<file path="config.mk">
export PLATFORM = sky130hd
export DESIGN_NAME = fact_accel_mmio_flat
export DESIGN_NICKNAME = d
export VERILOG_FILES = /design/src/rtl/fact_pkg.sv /design/src/rtl/fact_accel_mmio_if.sv /design/src/rtl/fact_core.sv /design/src/rtl/fact_accel_mmio.sv /design/src/flat_wrapper.sv
export SDC_FILE = /design/constraint.sdc
export NUM_CORES = 1
export LEC_CHECK = 0
export ABC_AREA = 0
export BUFFER_PORTS_ARGS = -buffer_cell sky130_fd_sc_hd__buf_2
export CORE_ASPECT_RATIO = 1.25
export CORE_MARGIN = 8
export CORE_UTILIZATION = 55
export DETAILED_ROUTE_END_ITERATION = 10
export PLACE_DENSITY = 0.75
export SETUP_SLACK_MARGIN = 0.15
export SYNTH_ARGS = -nofsm -noshare
export SYNTH_HDL_FRONTEND = slang
export SYNTH_SLANG_ARGS = --single-unit
</file>
<file path="constraint.sdc">
create_clock -name clk -period 6.2 [get_ports clk]
set_input_delay 0.93 -clock clk [delete_from_list [all_inputs] [get_ports clk]]
set_output_delay 0.93 -clock clk [all_outputs]
set_load 0.02 [all_outputs]
</file>
<file path="src/rtl/fact_pkg.sv">
// Shared constants for the memory-mapped factorial accelerator: register map,
// core state encoding and the largest operand whose factorial fits in 32 bits.
package fact_pkg;

    localparam logic [1:0] FACT_N      = 2'd0;
    localparam logic [1:0] FACT_GO     = 2'd1;
    localparam logic [1:0] FACT_STATUS = 2'd2;
    localparam logic [1:0] FACT_RESULT = 2'd3;

    localparam logic [3:0] FACT_NMAX = 4'd12;

    typedef enum logic [1:0] {
        ST_IDLE = 2'd0,
        ST_MULT = 2'd1,
        ST_DONE = 2'd2
    } fact_state_e;

endpackage

</file>
<file path="src/rtl/fact_accel_mmio_if.sv">
// Data-memory bus slice seen by the factorial accelerator: qualified write
// strobe, word select, write data and combinational read data.
interface fact_accel_mmio_if;
    logic        we;
    logic [1:0]  a;
    logic [31:0] wd;
    logic [31:0] rd;

    modport master (output we, output a, output wd, input rd);
    modport slave  (input we, input a, input wd, output rd);
endinterface

</file>
<file path="src/rtl/fact_core.sv">
// Iterative factorial engine: one multiply per clock, counting the latched
// operand down to the terminal value 1.
//
// state   | meaning
// --------+------------------------------------------------------------
// ST_IDLE | waiting for start after reset
// ST_MULT | prod accumulates prod*cnt while cnt counts down
// ST_DONE | result/done/err held; a new start restarts the computation
module fact_core
    import fact_pkg::*;
(
    input  logic        clk,
    input  logic        rst,
    input  logic        start,
    input  logic [3:0]  n,
    output logic        done,
    output logic        err,
    output logic [31:0] result
);

    fact_state_e state, state_nxt;
    logic [3:0]  cnt, cnt_nxt;
    logic [31:0] prod, prod_nxt;
    logic [31:0] result_nxt;
    logic        done_nxt, err_nxt;

    always_ff @(posedge clk) begin
        if (rst) begin
            state  <= ST_IDLE;
            cnt    <= 4'd0;
            prod   <= 32'd0;
            result <= 32'd0;
            done   <= 1'b0;
            err    <= 1'b0;
        end else begin
            state  <= state_nxt;
            cnt    <= cnt_nxt;
            prod   <= prod_nxt;
            result <= result_nxt;
            done   <= done_nxt;
            err    <= err_nxt;
        end
    end

    always_comb begin
        state_nxt  = state;
        cnt_nxt    = cnt;
        prod_nxt   = prod;
        result_nxt = result;
        done_nxt   = done;
        err_nxt    = err;
        case (state)
            ST_IDLE, ST_DONE: begin
                if (start) begin
                    cnt_nxt  = n;
                    prod_nxt = 32'd1;
                    done_nxt = 1'b0;
                    err_nxt  = 1'b0;
                    // Operands past 12! would overflow 32 bits: flag and finish at once.
                    if (n > FACT_NMAX) begin
                        state_nxt  = ST_DONE;
                        err_nxt    = 1'b1;
                        done_nxt   = 1'b1;
                        result_nxt = 32'd0;
                    end else begin
                        state_nxt = ST_MULT;
                    end
                end
            end
            ST_MULT: begin
                if (cnt <= 4'd1) begin
                    result_nxt = prod;
                    done_nxt   = 1'b1;
                    state_nxt  = ST_DONE;
                end else begin
                    prod_nxt = prod * {28'd0, cnt};
                    cnt_nxt  = cnt - 4'd1;
                end
            end
            default: state_nxt = ST_IDLE;
        endcase
    end

endmodule

</file>
<file path="src/rtl/fact_accel_mmio.sv">
// Bus responder for the factorial accelerator: holds the N register, decodes
// writes into a start pulse and muxes the register view onto rd.
module fact_accel_mmio
    import fact_pkg::*;
(
    input  logic             clk,
    input  logic             rst,
    fact_accel_mmio_if.slave bus
);

    logic [3:0]  n_reg;
    logic        start;
    logic        done;
    logic        err;
    logic [31:0] result;

    // GO is a one-edge strobe, so the pending bit is never observable as 1.
    assign start = bus.we && (bus.a == FACT_GO) && bus.wd[0];

    always_ff @(posedge clk) begin
        if (rst) begin
            n_reg <= 4'd0;
        end else if (bus.we && (bus.a == FACT_N)) begin
            n_reg <= bus.wd[3:0];
        end
    end

    fact_core u_core (
        .clk    (clk),
        .rst    (rst),
        .start  (start),
        .n      (n_reg),
        .done   (done),
        .err    (err),
        .result (result)
    );

    always_comb begin
        bus.rd = 32'd0;
        case (bus.a)
            FACT_N:      bus.rd = {28'd0, n_reg};
            FACT_GO:     bus.rd = 32'd0;
            FACT_STATUS: bus.rd = {30'd0, err, done};
            FACT_RESULT: bus.rd = result;
            default:     bus.rd = 32'd0;
        endcase
    end

endmodule

</file>
<file path="src/flat_wrapper.sv">
// flat-port wrapper written by rule: the top's interface ports become plain ports
module fact_accel_mmio_flat import fact_pkg::*;
  (clk, rst, bus_we, bus_a, bus_wd, bus_rd);
  fact_accel_mmio_if bus_i ();
  input  logic clk;
  input  logic rst;
  input wire logic [$bits(bus_i.we)-1:0] bus_we;
  input wire logic [$bits(bus_i.a)-1:0] bus_a;
  input wire logic [$bits(bus_i.wd)-1:0] bus_wd;
  output wire logic [$bits(bus_i.rd)-1:0] bus_rd;
  assign bus_i.we = bus_we;
  assign bus_i.a = bus_a;
  assign bus_i.wd = bus_wd;
  assign bus_rd = bus_i.rd;
  fact_accel_mmio u_core (.clk(clk), .rst(rst), .bus(bus_i));
endmodule
</file>
### Word level (Yosys, flattened, before mapping)

Cells that the tools add are included.

* word-level logic and storage cells: 51
* output and inout port bits: 32
* input port bits: 37
* register bits after elaboration: 76

* reduce and logical (&&, ||, !) cells: 12
* multipliers: 1
* eq/ne operators: 9
* add/subtract/negate cells: 1
* magnitude comparators: 2
* mux-type cells: 19

Operators by type and width (number)
* $mux 32: 5
* $pmux 32 s2: 2
* $pmux 32 s4: 1
* $mul 32x4->32: 1
* $mux 4: 2
* $ne 2x2->1 const B: 4
* $pmux 4 s2: 1
* $eq 2x2->1 const B: 3
* $mux 2: 3
* $reduce_and 3->1: 2
* $eq 2x1->1 const B: 2
* $gt 4x4->1 const B: 1
* $le 4x1->1 const B: 1
* $logic_not 2->1: 2
* $pmux 2 s2: 1
* $reduce_and 2->1: 2
* $reduce_and 4->1: 1
* $sub 4x1->4 const B: 1
* $logic_and 1x1->1: 3
* $mux 1: 3
* $pmux 1 s2: 1
* $reduce_bool 2->1: 1
* $reduce_or 2->1: 1

### Depth between registers and ports, before layout

Gate-level depths: netlist of the first run.

* depth after elaboration: 5
* mapped depth: 16

### Hierarchy

Synthesis of the first run repeated with hierarchy kept, for this count alone.

* cells, all modules: 885
* area total of the unflattened synthesis: 6982.9 um^2

By module, submodules not included
* fact_core: area each 6500.0 um^2, cells an instance 824, times used 1
* fact_accel_mmio: area each 483.0 um^2, cells an instance 61, times used 1

### Least setup slack after synthesis of the first run

Ideal clock, no wire load.

* path kind: reg2reg
* start point: reg u_core.u_core.cnt[2]
* end point: reg u_core.u_core.prod[14]
* setup time: 125 ps
* stages on the path, launching flop included: 15
* required time: 6075 ps
* path slack: 2662 ps
* arrival time: 3413 ps
* path through: dfxtp_1 -> clkbuf_1 -> clkbuf_1 -> nand2_1 -> fa_1 -> fa_1 -> inv_1 -> fa_1 -> a21oi_1 -> o211a_1 -> o21ai_0 -> a21o_1 -> a21oi_1 -> xor2_1 -> o21ai_1

* longest elaborated chain between the ends: 3
* elaborated cells on any way between the ends: 6

Ends and longest elaborated chain
* from (decl): RTL line fact_core.sv:22 `logic [3:0] cnt, cnt_nxt;`
* from (signal assigned): RTL line fact_core.sv:37 `cnt <= cnt_nxt;`
* $mul 32x4->32 / $le 4x1->1 (equally long branches): RTL line fact_core.sv:76, fact_core.sv:71
* $mux 32 / $ne 2x2->1 (equally long branches)
* $pmux 32 s2 / $reduce_and 3->1 (equally long branches)
* to (signal assigned): RTL line fact_core.sv:38 `prod <= prod_nxt;`
* to (decl): RTL line fact_core.sv:23 `logic [31:0] prod, prod_nxt;`

Parallel ways exist; a longest one is shown, timed or not. The select of a mux whose other input is x is not followed.
A chain may end at the register's enable or synchronous reset.

### Worst setup path after layout of the first run

* start point: reg u_core.u_core.cnt[1]
* end point: reg u_core.u_core.prod[24]

Same word-level chain as after synthesis.

==> metrics.txt, run 1 <==
share of layout cells above drive strength 1 8.406%; status finished, final reports clean; H-tree Lvls 3; fin cells 1084; power share of the clock group 50.3%; Hold-fix buffers, CTS 0; Comb pwr share 3.1%; Max FO, Critical Path 22; diode count 0; Initial Util 55.45%; critical path's top delay family adder cells; CTS buffer count 9; Mapped Nets 1028; clk sinks 76; Routed Antenna Nets 0; core box area 12490 µm²; Root Driver clkbuf_16; Max Fclk 0.2528 GHz; register area share after synthesis 21.97%; most frequent cells in the layout nand2_1, inv_1, and2_1; Mapped Area 6925 µm²; DRT iter0 DRCs 401; CP required 6.41 ns; Pint 0.0008118 W; layout overhead on the synthesized area 8.184%; Placer Congestion 0.9255; Setup Buffers After CTS 0; Die Y 141.5 µm; CP cell instances buf_4 > and2_1 > fa_1 > inv_1 > fa_1 > inv_1 > ha_1 > a21oi_1 > o21a_1 > o211ai_1 > a31oi_1 > a22oi_1 > xnor2_1 > o21ai_1; Tightest Hold Check Type reg -> reg; Worst path max stage delay 0.53 ns; routed len/inst 15.79 µm; Slowest-stage cell, CP fa_1; Sequential Power Share 46.6%; crit path kind reg -> reg; placed insts 1068; num ports 69; GRT overflow 0; CTS max path bufs 2; total power 0.001056 W; count of nets after finishing 1039; initial antenna violation count 0; top_reg_cell synth dfxtp_1; Lkg Pwr 3.438 nW; Setup Skew 0.01010 ns; largest net degree at the start of global routing 59; Horiz. Die Dim 116.4 µm; RSZ-0062 raised after global routing false; yosys warns 0; Post-synth ARST share 0%; first-pass GRT wire length 29050 µm; routed vias 6057; global-route usage over all layers 21.94%; period utilisation layout 63.81%; row count 46; final setup violation count 0; Final Hold Vio Count 0; startpoint types flop; Mean Syn Cell Area 7.695 µm²; relative slew slack 18.51%; CP endpoint kind flop; setup_tns 0 ns; CTS tree yes; # port buffers 40; Post-Synthesis Cells 900; most common cell after layout, fill and taps aside nand2_1; Psw 0.0002445 W; EDFF count, synth 0; total wire length 17110 µm; Die ar. 16460 µm²; max-cap check violation count 0; Post-DP HPWL 12640 µm; Regs by FF count u_core.u_core.prod: 32 flops, u_core.u_core.result: 32 flops; clk slew on worst S/H paths 0.06 ns; final core utilization 59.99%; Pwr per Cell Area 141.0 nW/µm²; Sw Share 23.15%; post_cts resized 0; Final min period 3.956 ns; synthesis-stage register bit count 76; Worst-Skew Late Latency 0.33 ns; crit path buf inv count 3; Synth cell types 54; peak supply drop 0.1118 mV; Max Transition Viols Final 0; vias in the first global route 5882; # DRC 0; DRT Pass-1 Iters 5; Worst Path Arrival 4.17 ns; via/cell ratio 5.588; Worst-Margin Slew 1.222 ns
-- power groups by stage --
stage	clock network (W)	logic, W	registers (W)
2_1_floorplan	0	0.0000233	0.000502
3_3_place_gp	0	0.0000324	0.000503
3_5_place_dp	0	0.0000326	0.000503
4_1_cts	0.000539	0.0000327	0.000492
5_1_grt	0.000566	0.0000363	0.000492
6_report	0.000531	0.0000329	0.000492
-- Yosys cell counts, drive strengths merged (2+ instances only) --
| cell | instances | area, µm² |
|---|---|---|
| nand2b | 4 | 25.02 |
| ha | 34 | 425.4 |
| mux2 | 2 | 22.52 |
| nor3 | 8 | 40.04 |
| a21o | 12 | 90.09 |
| nand4b | 2 | 17.52 |
| o21ai | 46 | 234.0 |
| fa | 57 | 1141 |
| nor2 | 43 | 161.4 |
| nor3b | 2 | 15.01 |
| a21oi | 80 | 400.4 |
| o2111ai | 2 | 17.52 |
| and2 | 89 | 556.8 |
| buf | 13 | 85.08 |
| a221oi | 3 | 26.28 |
| o211ai | 8 | 65.06 |
| o31ai | 5 | 42.54 |
| xor2 | 14 | 122.6 |
| a21boi | 2 | 18.77 |
| nand2 | 115 | 431.7 |
| clkbuf | 36 | 135.1 |
| nand4 | 4 | 25.02 |
| nand3 | 36 | 180.2 |
| or2 | 3 | 18.77 |
| and4 | 3 | 28.78 |
| a211oi | 2 | 15.01 |
| nand3b | 2 | 15.01 |
| mux2i | 4 | 40.04 |
| and3 | 30 | 187.7 |
| inv | 113 | 424.2 |
| o21a | 6 | 45.04 |
| xnor2 | 16 | 140.1 |
| a31oi | 5 | 31.28 |
| dfxtp | 76 | 1521 |
| a22oi | 10 | 75.07 |
| a22o | 4 | 35.03 |
| nor2b | 2 | 12.51 |
-- worst reg2reg max path, cell delays in order (launching register included) --
cell and delay [ns]:
dfxtp_1 0.47, buf_4 0.30, and2_1 0.19, fa_1 0.51, inv_1 0.07, fa_1 0.53, inv_1 0.05, ha_1 0.40
a21oi_1 0.29, o21a_1 0.18, o211ai_1 0.10, a31oi_1 0.35, a22oi_1 0.19, xnor2_1 0.16, o21ai_1 0.07
-- per-stage QoR --
step / setup slack, ns / hold WS (ns) / area, µm²
final: 2.244 / 0.4441 / 7492
after global routing: 2.042 / 0.4613 / 7492
after CTS: 2.260 / 0.4473 / 7492
after detailed placement: 2.304 / 0.4404 / 7191
after global placement: 2.339 / 0.4339 / 7191
after floorplan: 2.662 / 0.4274 / 6925
-- logic make-up after synthesis --
group	Yosys count	share of synthesized area [%]
AO/OA/AOI/OAI	190	16.44
AND/OR/NAND/NOR	345	24.97
XOR/XNOR	30	3.794
buffers and inverters	162	9.304
multiplexers	6	0.9033
adder cells (fa/ha/maj)	91	22.62
flip-flops	76	21.97
-- worst paths after layout --
check / startpoint / depth (start not counted) / to / slack [ns]
worst min register to register: u_core.u_core.result[4] / 2 / u_core.u_core.result[4] / 0.44
worst min-delay path: u_core.u_core.result[4] / 2 / u_core.u_core.result[4] / 0.44
worst max-delay path: u_core.u_core.cnt[1] / 14 / u_core.u_core.prod[24] / 2.24
worst max register to register: u_core.u_core.cnt[1] / 14 / u_core.u_core.prod[24] / 2.24
-- cell type report --
| cell class | instances | area [µm²] |
|---|---|---|
| well taps | 168 | 210.2 |
| clock buffers | 9 | 225.2 |
| repair buffers | 49 | 267.8 |
| fillers | 1157 | 4997 |
| inverters | 113 | 424.2 |
| multi-input cells | 662 | 4767 |
| flip-flops and latches | 76 | 1521 |
| clock inverters | 7 | 76.32 |
-- layer usage --
layer	part of all wire (%)	up-vias	track usage [%]
li1	-	2969	-
met1	44	2925	28.61
met2	50	148	37.53
met3	5.0	15	2.595
met4	1.1	0	5.133
met5	0	-	0
No activity file was read; power rests on OpenSTA's default activity.
==> inputs of run 2 (changes only) <==
- ABC_AREA: 0 -> 1
- clock period: 6.2 -> 3.7 ns (I/O delays scaled with it)
==> metrics.txt, run 2 <==
Initial Util 55.91% (was 55.45%); post_cts resized 1 (was 0); Comb pwr share 5.3% (was 3.1%); Die ar. 17970 µm² (was 16460 µm²); Pint 0.001396 W (was 0.0008118 W); Post-synth ARST share 0% (unchanged); total wire length 19990 µm (was 17110 µm); Synth top area share 19.87% (was 21.97%); Final Hold Vio Count 0 (unchanged); Synth cell types 33 (was 54); power share of the clock group 50.8% (was 50.3%); Mapped Area 7656 µm² (was 6925 µm²); Worst-Skew Late Latency 0.35 ns (was 0.33 ns); final setup violation count 0 (unchanged); GRT overflow 0 (unchanged); routed vias 7428 (was 6057); startpoint types flop (unchanged); count of nets after finishing 1401 (was 1039); period utilisation layout 90.76% (was 63.81%); diode count 0 (unchanged); Max Fclk 0.2978 GHz (was 0.2528 GHz); crit path buf inv count 5 (was 3); vias in the first global route 7055 (was 5882); via/cell ratio 5.112 (was 5.588); Horiz. Die Dim 121.5 µm (was 116.4 µm); RSZ-0062 raised after global routing false (unchanged); Sw Share 26.26% (was 23.15%); Mean Syn Cell Area 6.149 µm² (was 7.695 µm²); most frequent cells in the layout nand2_1, inv_1, a21oi_1 (was nand2_1, inv_1, and2_1); DRT Pass-1 Iters 5 (unchanged); Worst Path Arrival 3.64 ns (was 4.17 ns); Hold-fix buffers, CTS 0 (unchanged); final core utilization 62.04% (was 59.99%); Max Transition Viols Final 0 (unchanged); Regs by FF count u_core.u_core.prod: 32 flops, u_core.u_core.result: 32 flops (unchanged); CTS max path bufs 2 (unchanged); register area share after synthesis 19.87% (was 21.97%); layout overhead on the synthesized area 10.97% (was 8.184%); critical path's top delay family adder cells (unchanged); setup_tns 0 ns (unchanged); largest net degree at the start of global routing 47 (was 59); Worst-Margin Slew 0.7647 ns (was 1.222 ns); most common cell in the netlist nand2_1 (unchanged); # DRC 0 (unchanged); most common cell after layout, fill and taps aside nand2_1 (unchanged); Placer Congestion 0.9762 (was 0.9255); Routed Antenna Nets 0 (unchanged); top_reg_cell synth dfxtp_1 (unchanged); peak supply drop 0.2746 mV (was 0.1118 mV); global-route usage over all layers 22.90% (was 21.94%); initial antenna violation count 0 (unchanged); Worst path max stage delay 0.54 ns (was 0.53 ns); Lkg Pwr 4.931 nW (was 3.438 nW); CTS buffer count 9 (unchanged); CP cell instances buf_12 > nand2_1 > inv_1 > fa_1 > inv_1 > fa_1 > inv_1 > ha_1 > nand2_1 > inv_1 > nand2_1 > nor3_1 > and2_1 > nand2_1 > nand3_1 > nand3_1 > a21oi_1 (was buf_4 > and2_1 > fa_1 > inv_1 > fa_1 > inv_1 > ha_1 > a21oi_1 > o21a_1 > o211ai_1 > a31oi_1 > a22oi_1 > xnor2_1 > o21ai_1); Psw 0.0004973 W (was 0.0002445 W); synthesis-stage register bit count 76 (unchanged); row count 48 (was 46); Post-Synthesis Cells 1245 (was 900); Slowest-stage cell, CP fa_1 (unchanged); Die Y 147.9 µm (was 141.5 µm); clk slew on worst S/H paths 0.07 ns (was 0.06 ns); Final min period 3.358 ns (was 3.956 ns); Sequential Power Share 43.9% (was 46.6%); Mapped Nets 1373 (was 1028); largest area contributor in the netlist dfxtp_1 (unchanged); clk sinks 76 (unchanged); CTS tree yes (unchanged); EDFF count, synth 0 (unchanged); max-cap check violation count 0 (unchanged); Fill cells 1320 (was 1157); DRT iter0 DRCs 422 (was 401); yosys warns 0 (unchanged); CP required 3.98 ns (was 6.41 ns); Tightest Hold Check Type reg -> reg (unchanged); CP endpoint kind flop (unchanged); first-pass GRT wire length 33700 µm (was 29050 µm); Pwr per Cell Area 222.9 nW/µm² (was 141.0 nW/µm²); Setup Skew 0.01117 ns (was 0.01010 ns); routed len/inst 13.76 µm (was 15.79 µm); core box area 13690 µm² (was 12490 µm²); H-tree Lvls 3 (unchanged); status finished, final reports clean (unchanged); relative slew slack 49.02% (was 18.51%); crit path kind reg -> reg (unchanged); commonest cells in the netlist nand2_1, inv_1, a21oi_1, dfxtp_1, nor2_1 (was nand2_1, inv_1, and2_1, a21oi_1, dfxtp_1); share of layout cells above drive strength 1 8.842% (was 8.406%); Root Driver clkbuf_16 (unchanged); Setup Buffers After CTS 0 (unchanged); num ports 69 (unchanged); synth top area cells dfxtp_1, nand2_1, inv_1 (was dfxtp_1, fa_1, and2_1); Max FO, Critical Path 23 (was 22); Post-DP HPWL 15430 µm (was 12640 µm); # port buffers 40 (unchanged)
==> run 2: cell count changes in the layout (fill, tap and decap cells not counted), sizes merged, moves of 19 or more <==
cell / change
a211oi: +26
a21oi: +22
and2: -85
and3: -30
inv: +227
nand2: +256
nand3: +24
nor2: +27
o21ai: -19
==> run 2: through the flow <==
step | setup WS (ns) | power, W | hold WS (ns) | instances | cell area (µm²)
final | 0.3419 | 0.001894 | 0.4636 | 1453 | 8496
after global routing | 0.1370 | 0.001947 | 0.4679 | 1453 | 8496
after CTS | 0.2126 | 0.001906 | 0.4569 | 1453 | 8401
after detailed placement | 0.1712 | 0.0009495 | 0.4431 | 1437 | 8080
after global placement | 0.1815 | 0.0009475 | 0.4438 | 1437 | 8080
after floorplan | 0.1545 | 0.0009121 | 0.4278 | 1245 | 7657
==> run 2: layout make-up <==
type                       count  area [µm²]  area share [%]
tap                          175       219.0           2.577
multi-input combinational    793        4803           56.54
clock buffer                   9       225.2           2.651
inverter                     336        1261           14.85
timing repair buffer          57       372.9           4.389
sequential                    76        1524           17.94
clock inverter                 7       90.09           1.060
==> run 2: logic make-up (layout without fill, tap and decap cells) <==
| family | after synthesis | in the layout | share of synthesized area [%] |
|---|---|---|---|
| flops | 76 | 76 | 19.87 |
| buf+inv | 376 | 409 | 18.66 |
| fa+ha+maj | 91 | 91 | 20.46 |
| xor+xnor | 5 | 5 | 0.5720 |
| simple gates | 533 | 533 | 28.39 |
| compound gates | 164 | 164 | 12.04 |
==> run 2: path summary, 6_finish.rpt <==
kind	startpoint	end	slack, ns	depth (start not counted)
hold reg to reg	u_core.u_core.err	u_core.u_core.err	0.46	2
setup reg to reg	u_core.u_core.cnt[3]	u_core.u_core.prod[29]	0.34	17
setup / recovery	u_core.u_core.cnt[3]	u_core.u_core.prod[29]	0.34	17
hold / removal	u_core.u_core.err	u_core.u_core.err	0.46	2
==> run 2: layer usage <==
layer,share of wire [%],global-route usage (%)
met1,46,30.00
met4,2.3,7.112
met5,0,0
met3,5.5,3.092
met2,46,37.95
==> run 2: power groups by stage <==
stage                     combinational [W]  sequential (W)  clock, W
after floorplan                   0.0000661        0.000846         0
after global placement            0.0000980        0.000849         0
after detailed placement          0.0000999        0.000850         0
after CTS                          0.000100        0.000831  0.000975
after global routing               0.000111        0.000832   0.00101
final                              0.000101        0.000831  0.000961
==> run 2: worst register-to-register path: cells and delay by family, from the launching register on <==
family / cells / cell delay [ns]
fa+ha+maj: 3 / 1.45
simple gates: 8 / 0.94
buf+inv: 5 / 0.41
flops: 1 / 0.34
compound gates: 1 / 0.15
==> inputs of run 3 (changes only) <==
- RECOVER_POWER: unset -> 50
- SETUP_SLACK_MARGIN: 0.15 -> 0.02
==> metrics.txt, run 3 (synthesized netlist as in run 2, its figures left out) <==
row count 48 (unchanged); Regs by FF count u_core.u_core.prod: 32 flops, u_core.u_core.result: 32 flops (unchanged); Post-DP HPWL 15440 µm (was 15430 µm); clk sinks 76 (unchanged); via/cell ratio 5.074 (was 5.112); DRT Pass-1 Iters 5 (unchanged); max-cap check violation count 0 (unchanged); hold path start u_core.u_core.result[4] (was u_core.u_core.err); peak supply drop 0.3676 mV (was 0.2746 mV); vias in the first global route 7262 (was 7055); initial antenna violation count 0 (unchanged); Die ar. 17970 µm² (unchanged); total wire length 20010 µm (was 19990 µm); Max Fclk 0.2878 GHz (was 0.2978 GHz); Final Hold Vio Count 0 (unchanged); Lkg Pwr 4.745 nW (was 4.931 nW); Setup Skew 0.008335 ns (was 0.01117 ns); FF-to-FF Start u_core.u_core.cnt[3] (unchanged); CTS max path bufs 2 (unchanged); num ports 69 (unchanged); largest net degree at the start of global routing 45 (was 47); crit path kind reg -> reg (unchanged); CTS buffer count 9 (unchanged); Final min period 3.475 ns (was 3.358 ns); DRT iter0 DRCs 552 (was 422); CP required 3.99 ns (was 3.98 ns); startpoint types flop (unchanged); Initial Util 55.91% (unchanged); core box area 13690 µm² (unchanged); H-tree Lvls 3 (unchanged); count of nets after finishing 1400 (was 1401); Finished Cell Area 8362 µm² (was 8496 µm²); CP startpoint u_core.u_core.cnt[3] (unchanged); CTS tree yes (unchanged); fin cells 1452 (was 1453); diode count 0 (unchanged); clk slew on worst S/H paths 0.07 ns (about the same); setup_tns 0 ns (unchanged); Tightest Hold Check Type reg -> reg (unchanged); period utilisation layout 93.91% (was 90.76%); most frequent cells in the layout nand2_1, inv_1, a21oi_1 (unchanged); hold slack 0.4607 ns (was 0.4636 ns); Sw Share 25.02% (was 26.26%); Psw 0.0004660 W (was 0.0004973 W); layout overhead on the synthesized area 9.217% (was 10.97%); placed insts 1436 (was 1437); GRT overflow 0 (unchanged); Die Y 147.9 µm (unchanged); Worst Path Arrival 3.76 ns (was 3.64 ns); Hold-fix buffers, CTS 0 (unchanged); area of placed instances 8073 µm² (was 8080 µm²); Pint 0.001396 W (about the same); Comb pwr share 5.3% (about the same); Worst-Skew Late Latency 0.35 ns (about the same); share of layout cells above drive strength 1 4.933% (was 8.842%); Max Transition Viols Final 0 (unchanged); Routed Antenna Nets 0 (unchanged); Placer Congestion 0.9359 (was 0.9762); Max FO, Critical Path 24 (was 23); Worst-Margin Slew 1.432 ns (was 0.7647 ns); first-pass GRT wire length 33920 µm (was 33700 µm); final setup violation count 0 (unchanged); relative slew slack 4.531% (was 49.02%); Sequential Power Share 44.6% (was 43.9%); Horiz. Die Dim 121.5 µm (unchanged); power share of the clock group 50.1% (was 50.8%); routed vias 7367 (was 7428); Pwr per Cell Area 222.7 nW/µm² (was 222.9 nW/µm²); status finished, final reports clean (unchanged); routed len/inst 13.78 µm (was 13.76 µm); CP endpoint kind flop (unchanged); Root Driver clkbuf_16 (unchanged); most common cell after layout, fill and taps aside nand2_1 (unchanged); global-route usage over all layers 23.28% (was 22.90%); # port buffers 40 (unchanged); # DRC 0 (unchanged); RSZ-0062 raised after global routing true (was false)
==> run 3: cell count changes in the layout (fill, tap and decap cells not counted), sizes merged <==
cell	before	now
clkinvlp	0	3
buf	57	23
clkbuf	9	43
inv	341	338
clkinv	1	0
==> run 3: through the flow <==
stage          setup WS, ns  util, %  power [W]
2_1_floorplan       0.04833        -  0.0009120
3_3_place_gp         0.1989    58.95  0.0009475
3_5_place_dp         0.1320    58.95  0.0009478
4_1_cts              0.1129    61.21   0.001873
5_1_grt            0.007029    61.07   0.001913
6_report             0.2254    61.07   0.001862
==> run 3: final cells by class <==
cell class                 count  area [µm²]
clock inverter                 6       70.07
fill                        1334        5331
timing repair buffer          56       311.5
tap                          175       219.0
multi-input combinational    793        4738
clock buffer                  10       239.0
sequential                    76        1523
inverter                     336        1261
==> run 3: worst paths after layout <==
| path | depth (start not counted) | slack (ns) | endpoint |
|---|---|---|---|
| min reg2reg | 2 | 0.46 | u_core.u_core.result[4] |
| min | 2 | 0.46 | u_core.u_core.result[4] |
| max reg2reg | 17 | 0.23 | u_core.u_core.prod[29] |
| max | 17 | 0.23 | u_core.u_core.prod[29] |
==> run 3: critical path: stages, from the launching register on <==
cell and delay (ns):
dfxtp_1 0.33, buf_12 0.17, nand2_1 0.07, inv_1 0.05, fa_1 0.53, inv_1 0.06
fa_1 0.53, inv_1 0.04, ha_1 0.37, nand2_1 0.11, inv_1 0.09, nand2_1 0.11
nor3_1 0.28, and2_1 0.18, nand2_1 0.10, nand3_1 0.11, nand3_1 0.13, a21oi_1 0.15
==> run 3: metal layers <==
metal | track usage [%] | share of wire (%) | up-vias
li1 | - | - | 3762
met1 | 30.33 | 45 | 3348
met2 | 37.59 | 46 | 224
met3 | 3.969 | 5.9 | 33
met4 | 8.596 | 2.2 | 0
met5 | 0 | 0 | -
==> run 3: what timing repair did <==
| item | 4_1_cts | 5_1_grt |
|---|---|---|
| resized for setup | 0 | 12 |
| setup buffers | 0 | 0 |
| endpoints found under the setup margin | 0 | 13 |
| hold endpoints to repair | 0 | 0 |
==> run 3: power groups by stage <==
stage	clock (W)	sequential, W	combinational (W)
floorplan	0	0.000846	0.0000660
global placement	0	0.000849	0.0000987
detailed placement	0	0.000849	0.0000987
CTS	0.000943	0.000831	0.0000991
global route	0.000975	0.000831	0.000107
finish	0.000933	0.000831	0.0000981
